--- src/rtl/divider_iter.sv ---
// Multi-cycle radix-2 restoring divider: one quotient bit per cycle, signed/unsigned per request,
// divide-by-zero flag, pass-through tag, valid/ready on both sides.
module divider_iter #(
   parameter int unsigned N  = 16,
   parameter int unsigned M  = 8,
   parameter int unsigned TW = 4
) (
   input  logic          clk,
   input  logic          rst,
   input  logic          in_valid,
   output logic          in_ready,
   input  logic          signed_op,
   input  logic [N-1:0]  dividend,
   input  logic [M-1:0]  divisor,
   input  logic [TW-1:0] tag_in,
   output logic          out_valid,
   input  logic          out_ready,
   output logic [N-1:0]  quotient,
   output logic [M-1:0]  remainder,
   output logic          div_zero,
   output logic [TW-1:0] tag_out
);

   localparam int unsigned CW = (N > 1) ? $clog2(N) : 1;

   typedef enum logic [1:0] {StIdle, StCalc, StFix, StDone} state_e;

   state_e          state_q;
   logic [CW-1:0]   cnt_q;
   logic [M:0]      prem_q;
   // Starts as the dividend magnitude; quotient bits shift in from the LSB as dividend bits leave.
   logic [N-1:0]    quo_q;
   logic [M-1:0]    dsr_q;
   logic            q_neg_q;
   logic            r_neg_q;
   logic [TW-1:0]   tag_q;

   logic            dvd_neg;
   logic            dsr_neg;
   logic [N-1:0]    dvd_mag;
   logic [M-1:0]    dsr_mag;
   logic [M:0]      shifted;
   logic [M:0]      diff;
   logic            ge;
   logic            unused_prem_msb;

   assign dvd_neg = signed_op & dividend[N-1];
   assign dsr_neg = signed_op & divisor[M-1];
   // The most-negative values negate to themselves, which read unsigned are the right magnitudes.
   assign dvd_mag = dvd_neg ? -dividend : dividend;
   assign dsr_mag = dsr_neg ? -divisor : divisor;

   assign shifted = {prem_q[M-1:0], quo_q[N-1]};
   assign ge      = shifted >= {1'b0, dsr_q};
   assign diff    = shifted - {1'b0, dsr_q};

   // The stored partial remainder is always below the divisor, so its top bit stays zero.
   assign unused_prem_msb = prem_q[M];

   always_ff @(posedge clk or posedge rst) begin
      if (rst) begin
         state_q   <= StIdle;
         cnt_q     <= '0;
         prem_q    <= '0;
         quo_q     <= '0;
         dsr_q     <= '0;
         q_neg_q   <= 1'b0;
         r_neg_q   <= 1'b0;
         tag_q     <= '0;
         in_ready  <= 1'b1;
         out_valid <= 1'b0;
         quotient  <= '0;
         remainder <= '0;
         div_zero  <= 1'b0;
         tag_out   <= '0;
      end else begin
         unique case (state_q)
            StIdle: begin
               if (in_valid) begin
                  tag_q    <= tag_in;
                  q_neg_q  <= dvd_neg ^ dsr_neg;
                  r_neg_q  <= dvd_neg;
                  quo_q    <= dvd_mag;
                  dsr_q    <= dsr_mag;
                  in_ready <= 1'b0;
                  if (divisor == '0) begin
                     quotient  <= '1;
                     remainder <= dividend[M-1:0];
                     div_zero  <= 1'b1;
                     tag_out   <= tag_in;
                     state_q   <= StDone;
                  end else begin
                     cnt_q   <= CW'(N - 1);
                     prem_q  <= '0;
                     state_q <= StCalc;
                  end
               end
            end
            StCalc: begin
               prem_q <= ge ? diff : shifted;
               quo_q  <= {quo_q[N-2:0], ge};
               cnt_q  <= cnt_q - 1'b1;
               if (cnt_q == '0) begin
                  state_q <= StFix;
               end
            end
            StFix: begin
               quotient  <= q_neg_q ? -quo_q : quo_q;
               remainder <= r_neg_q ? -prem_q[M-1:0] : prem_q[M-1:0];
               div_zero  <= 1'b0;
               tag_out   <= tag_q;
               out_valid <= 1'b1;
               state_q   <= StDone;
            end
            StDone: begin
               // The divide-by-zero path enters here with out_valid still low for one cycle.
               if (!out_valid) begin
                  out_valid <= 1'b1;
               end else if (out_ready) begin
                  out_valid <= 1'b0;
                  in_ready  <= 1'b1;
                  state_q   <= StIdle;
               end
            end
            default: state_q <= StIdle;
         endcase
      end
   end

endmodule

--- config.mk ---
export PLATFORM = sky130hd
export DESIGN_NAME = divider_iter
export DESIGN_NICKNAME = d
export VERILOG_FILES = /design/src/rtl/divider_iter.sv
export SDC_FILE = /design/constraint.sdc
export NUM_CORES = 1
export LEC_CHECK = 0
export CORE_MARGIN = 10
export CORE_UTILIZATION = 34
export CTS_CLUSTER_SIZE = 14
export DETAILED_ROUTE_END_ITERATION = 8
export GPL_ROUTABILITY_DRIVEN = 0
export GPL_TIMING_DRIVEN = 1
export PLACE_DENSITY_LB_ADDON = 0.12
export RECOVER_POWER = 50
export SKIP_CTS_REPAIR_TIMING = 1
export SLEW_MARGIN = 10
export SYNTH_ARGS = -nofsm -noshare
export SYNTH_HDL_FRONTEND = slang
export SYNTH_SLANG_ARGS = --single-unit
--- constraint.sdc ---
create_clock -name clk -period 3.3 [get_ports clk]
set_clock_uncertainty 0.05 [all_clocks]
set_input_delay 0.495 -clock clk [delete_from_list [all_inputs] [get_ports clk]]
set_output_delay 0.495 -clock clk [all_outputs]
set_load 0.02 [all_outputs]
Word-level counts from Yosys, hierarchy flattened --
Index checks and enable logic that the tools add are counted.
Cells by class: $add $sub $neg 6, $lt $le $gt $ge 1, equal/unequal tests 9, mux-type cells 38, bitwise gates (word level) 3, reductions and logical operators 13
Operators by type and width (count):
- 2-to-1 mux 16 bit | 5
- one-hot mux 16 bit (2 select lines) | 2
- 2-to-1 mux 8 bit | 7
- negation 16 bit | 2
- one-hot mux 8 bit (2 select lines) | 2
- 2-to-1 mux 4 bit | 4
- negation 8 bit | 2
- one-hot mux 4 bit (2 select lines) | 2
- != test 2 bit (second input constant) | 6
- 2-to-1 mux 2 bit | 5
- greater-or-equal comparator 9 x 8 -> 1 bit | 1
- logical NOT 8 bit | 1
- one-hot mux 2 bit (4 select lines) | 1
- AND reduction 4 bit | 2
- nonzero test 2 bit | 4
- subtractor 8 bit | 1
- 2-to-1 mux 1 bit | 7
- one-hot mux 1 bit (2 select lines) | 3
- AND reduction 3 bit | 2
- == test 2 bit (second input constant) | 2
- logical NOT 4 bit | 1
- AND reduction 2 bit | 2
- subtractor 4 x 1 -> 4 bit (second input constant) | 1
- AND 1 bit | 2
- other kinds (3) | 3
Storage, ports and cells: bits in registers 75, input port bits 33, output and inout bits 31, word-level logic and storage cells 84

Depth between registers and ports, before layout --
word-level depth 4, gate-level depth with buffers 11, mapped depth without buffers 10

Worst setup path before layout --
No wires, ideal clock.
path type register -> register, from reg state_q[0], to reg remainder[0], library setup time 0.133 ns, arrival 2.362 ns, data required time 3.117 ns, path slack 0.754 ns, stages on the path, launching flop included 12, buffers on the path 3, clock period less this slack 2.546 ns, path through dfrtp_1 -> inv_1 -> ha_1 -> clkbuf_1 -> or3b_2 -> nor4_1 -> nand2_1 -> and2_1 -> clkbuf_1 -> clkbuf_1 -> nand2_1 -> o21ai_0
On the way: longest elaborated chain between the ends 3, elaborated cells between the ends (all ways) 7, those cells by class eq/ne (3); mux (1); reduce/logical (3)
Ends and longest elaborated chain:
- start: declaration | line 28 | state_e state_q;
- start signal: assignment | line 62 | state_q <= StIdle;
- start signal: assignment | line 91 | state_q <= StDone;
- start signal: assignment | line 95 | state_q <= StCalc;
- == test 2 bit or logical NOT 2 bit (tied branches) | line 77 | unique case (state_q)
- nonzero test 2 bit (no line) or != test 2 bit (tied branches)
- AND reduction 3 bit (no line)
- end signal: assignment | line 88 | remainder <= dividend[M-1:0];
- end signal: assignment | line 109 | remainder <= r_neg_q ? -prem_q[M-1:0] : prem_q[M-1:0];
- end: declaration | line 19 | output logic [M-1:0] remainder,
Several ways; a longest one is shown, not always the timed one. A chain may end at the register's enable or synchronous reset.

Worst setup path after layout --
from in dividend[5], to reg quo_q[14]
On the way: longest elaborated chain between the ends 4
Ends and longest elaborated chain:
- start: declaration | line 13 | input logic [N-1:0] dividend,
- negation 16 bit | line 50 | assign dvd_mag = dvd_neg ? -dividend : dividend;
- 2-to-1 mux 16 bit | line 50
- 2-to-1 mux 16 bit | line 79 | if (in_valid) begin
- one-hot mux 16 bit (2 select lines) | line 77
- end signal: assignment | line 83 | quo_q <= dvd_mag;
- end signal: assignment | line 101 | quo_q <= {quo_q[N-2:0], ge};
- end: declaration | line 32 | logic [N-1:0] quo_q;
Every way passes these cells. The select of a mux whose other input is x is not followed.

==> impl_metrics.ini <==
[synth]
yosysSeqAreaShare = 0.4233
syn_nets = 545
synth-main-ff-cell = dfrtp_1
syn_inst = 494
synth-edff-count = 0
async_flop_share = 1.000
yosysUniqueCellTypes = 45
ys_warn_count = 0
synth-seq-cells = 75
post_synth.cell_area_avg_um2 = 8.981
synthesis.area_um2 = 4437

[clock_network]
h-tree-depth = 3
ctsRootBufferMaster = clkbuf_16
clk_pin_slew_worst_paths_ps = 60
insertion_delay_ps = 350
cts_buffers = 9
clock_sinks = 75
cts_tree = built
cts_buffer_depth = 2

[route]
drtAntennaViolNets = 0
drc_errors = 0
routed_via_density = 5.076
drtIter0Drc = 270
drt-wirelength-per-cell_um = 15.91
wl_mm = 11.68
drt_pass1_iterations = 4
vias = 3726

[floorplan]
initial_core_util = 0.3487
row_count = 41
ios = 64
die_area_um2 = 18020
die_x_um = 134.2
core_um2 = 12720
die_y_um = 134.2

[run]
maxCapViolCount = 1

[critical_path]
startpoint_type = input pin
worstSetupPathType = input pin to register
worstReg2RegStart = state_q[0]$_DFFE_PP0P_
startpoint = dividend[5]
crit_path_end_kind = register
critical_path_peak_fanout = 4
required_ps = 3480
arrival_ps = 2860

[cells_and_area]
final_cell_mix = 74 x dfrtp_1, 64 x nand2_1, 61 x o21ai_0
seqCellArea_um2 = 1878
n_fill_cell = 1303
n_antenna_cell = 0
drive_above_1_share = 0.06762
multi_input_area_um2 = 2371
final_common_cell = dfrtp_1
finalNetCount = 608
area_growth_pct = 25.86

[grt]
grt_use_total = 0.1342
grt_max_degree = 35
first_global_vias = 3797
grt_remaining_overflow = 0
antenna_found_initial = 0
grt_first_pass_wirelength_mm = 19.40

[sta]
max_freq_mhz = 372.7
hold_viol = 0
finalCritPeriodShare = 0.8130
maxSlewHeadroom = -0.009375
setup_viol = 0
fin_setup_tns_ps = 0
fin_crit_ps = 2683
rsz0062_at_grt = no
worst_slack_ps = 617.0
final_max_slew_viol_count = 27
worst_pin_slew_ps = 1514

[status]
violations = capacitance limit, slew limit
status = finished, violations left

[pwr]
p_per_area_nw_per_um2 = 961.9
ir_drop_uv = 349.5
leakage_nw = 2.247

[placed_design]
port_buffers = 63
post-place-ws_ps = 261.3
place_hpwl_mm = 8.986

[hold_path]
worstHoldStart = tag_out[0]$_DFFE_PP0P_
holdCritPathClass = register to register
-- flip-flops by register name, indices dropped and copies added (netlist names), 2 cells and up --
register and cells:
quo_q 16, quotient 16, dsr_q 8, prem_q 8, remainder 8, cnt_q 4, tag_out 4, tag_q 4
state_q 2
-- synthesized netlist by cell type (2+ instances only) --
cell | instances | area [µm²]
nand2_1 | 64 | 240.2
buf_1 | 3 | 11.26
a31oi_1 | 8 | 50.05
o41ai_1 | 5 | 43.79
o31ai_1 | 10 | 75.07
a221o_1 | 2 | 20.02
o22ai_1 | 2 | 12.51
nor3_1 | 8 | 40.04
a211oi_1 | 3 | 22.52
nand3_1 | 9 | 45.04
a2bb2oi_1 | 2 | 17.52
xnor2_1 | 30 | 262.8
inv_1 | 26 | 97.59
xor2_1 | 12 | 105.1
nor2b_1 | 4 | 25.02
o22a_1 | 13 | 113.9
mux2i_1 | 17 | 170.2
nor4_1 | 2 | 12.51
or4_4 | 2 | 22.52
nand4_1 | 2 | 12.51
dfrtp_1 | 74 | 1852
o211ai_1 | 3 | 22.52
nor2_1 | 35 | 131.4
nand2b_1 | 6 | 37.54
mux2_2 | 4 | 45.04
or3b_2 | 3 | 26.28
ha_1 | 17 | 212.7
o21ai_0 | 62 | 310.3
or3_1 | 5 | 31.28
and2_1 | 2 | 12.51
clkbuf_1 | 21 | 78.83
and3_1 | 3 | 18.77
a21oi_1 | 23 | 115.1
-- area by class of cell --
| cell class | instances | share of cell area |
|---|---|---|
| clock inverters | 5 | 0.01098 |
| multi-input cells | 369 | 0.4246 |
| repair buffers | 76 | 0.1286 |
| inverters | 26 | 0.01748 |
| flip-flops and latches | 75 | 0.3363 |
| clock buffers | 11 | 0.04347 |
| well taps | 172 | 0.03854 |
-- power by group --
group | switching, mW | internal [mW]
logic | 1.46 | 1.21
registers | 0.378 | 1.31
clock network | 0.401 | 0.609
-- worst max-delay path, stage by stage --
cell and delay (ps):
clkdlybuf4s50_1 490, nor4_1 390, buf_4 200, nand2_1 60, or4_1 540, o31ai_1 270
xnor2_1 100, a221o_1 320
-- per-layer routing --
layer	track usage	vias up	part of all wire
li1	-	1873	-
met1	0.1735	1761	0.49
met2	0.2079	82	0.45
met3	0.03622	10	0.042
met4	0.05200	0	0.016
met5	0	-	0
-- cells by family (layout without fill, tap and decap cells) --
family          after synthesis  count (layout)  synth area share
xor+xnor                     42              42           0.08291
mux                          21              21           0.04850
compound gates              141             141            0.1985
fa+ha+maj                    18              18           0.05245
simple gates                147             147            0.1520
flops                        75              75            0.4233
buf+inv                      50             118           0.04230
-- worst paths after layout --
kind | to | slack, ps | cells after the start
max | quo_q[14]$_DFFE_PP0P_ | 620 | 8
min | tag_out[0]$_DFFE_PP0P_ | 420 | 2
max reg2reg | quo_q[14]$_DFFE_PP0P_ | 710 | 6
min reg2reg | tag_out[0]$_DFFE_PP0P_ | 420 | 2
max in group asynchronous | out_valid$_DFFE_PP0P_ | 790 | 3
min in group asynchronous | tag_out[0]$_DFFE_PP0P_ | 610 | 2
-- stage by stage --
stage          cells  instance area, µm²  utilization  hold slack (ps)  total power [mW]
6_report         734                5584       0.4389            423.5             5.372
5_1_grt          734                5584       0.4389            456.3             5.815
4_1_cts          734                5594       0.4397            388.5             5.445
3_5_place_dp     718                5290       0.4158            420.8             4.416
3_3_place_gp     718                5290       0.4158            414.4             4.357
2_1_floorplan    494                4437            -            392.5             3.480
No activity file was read; power rests on OpenSTA's default activity.
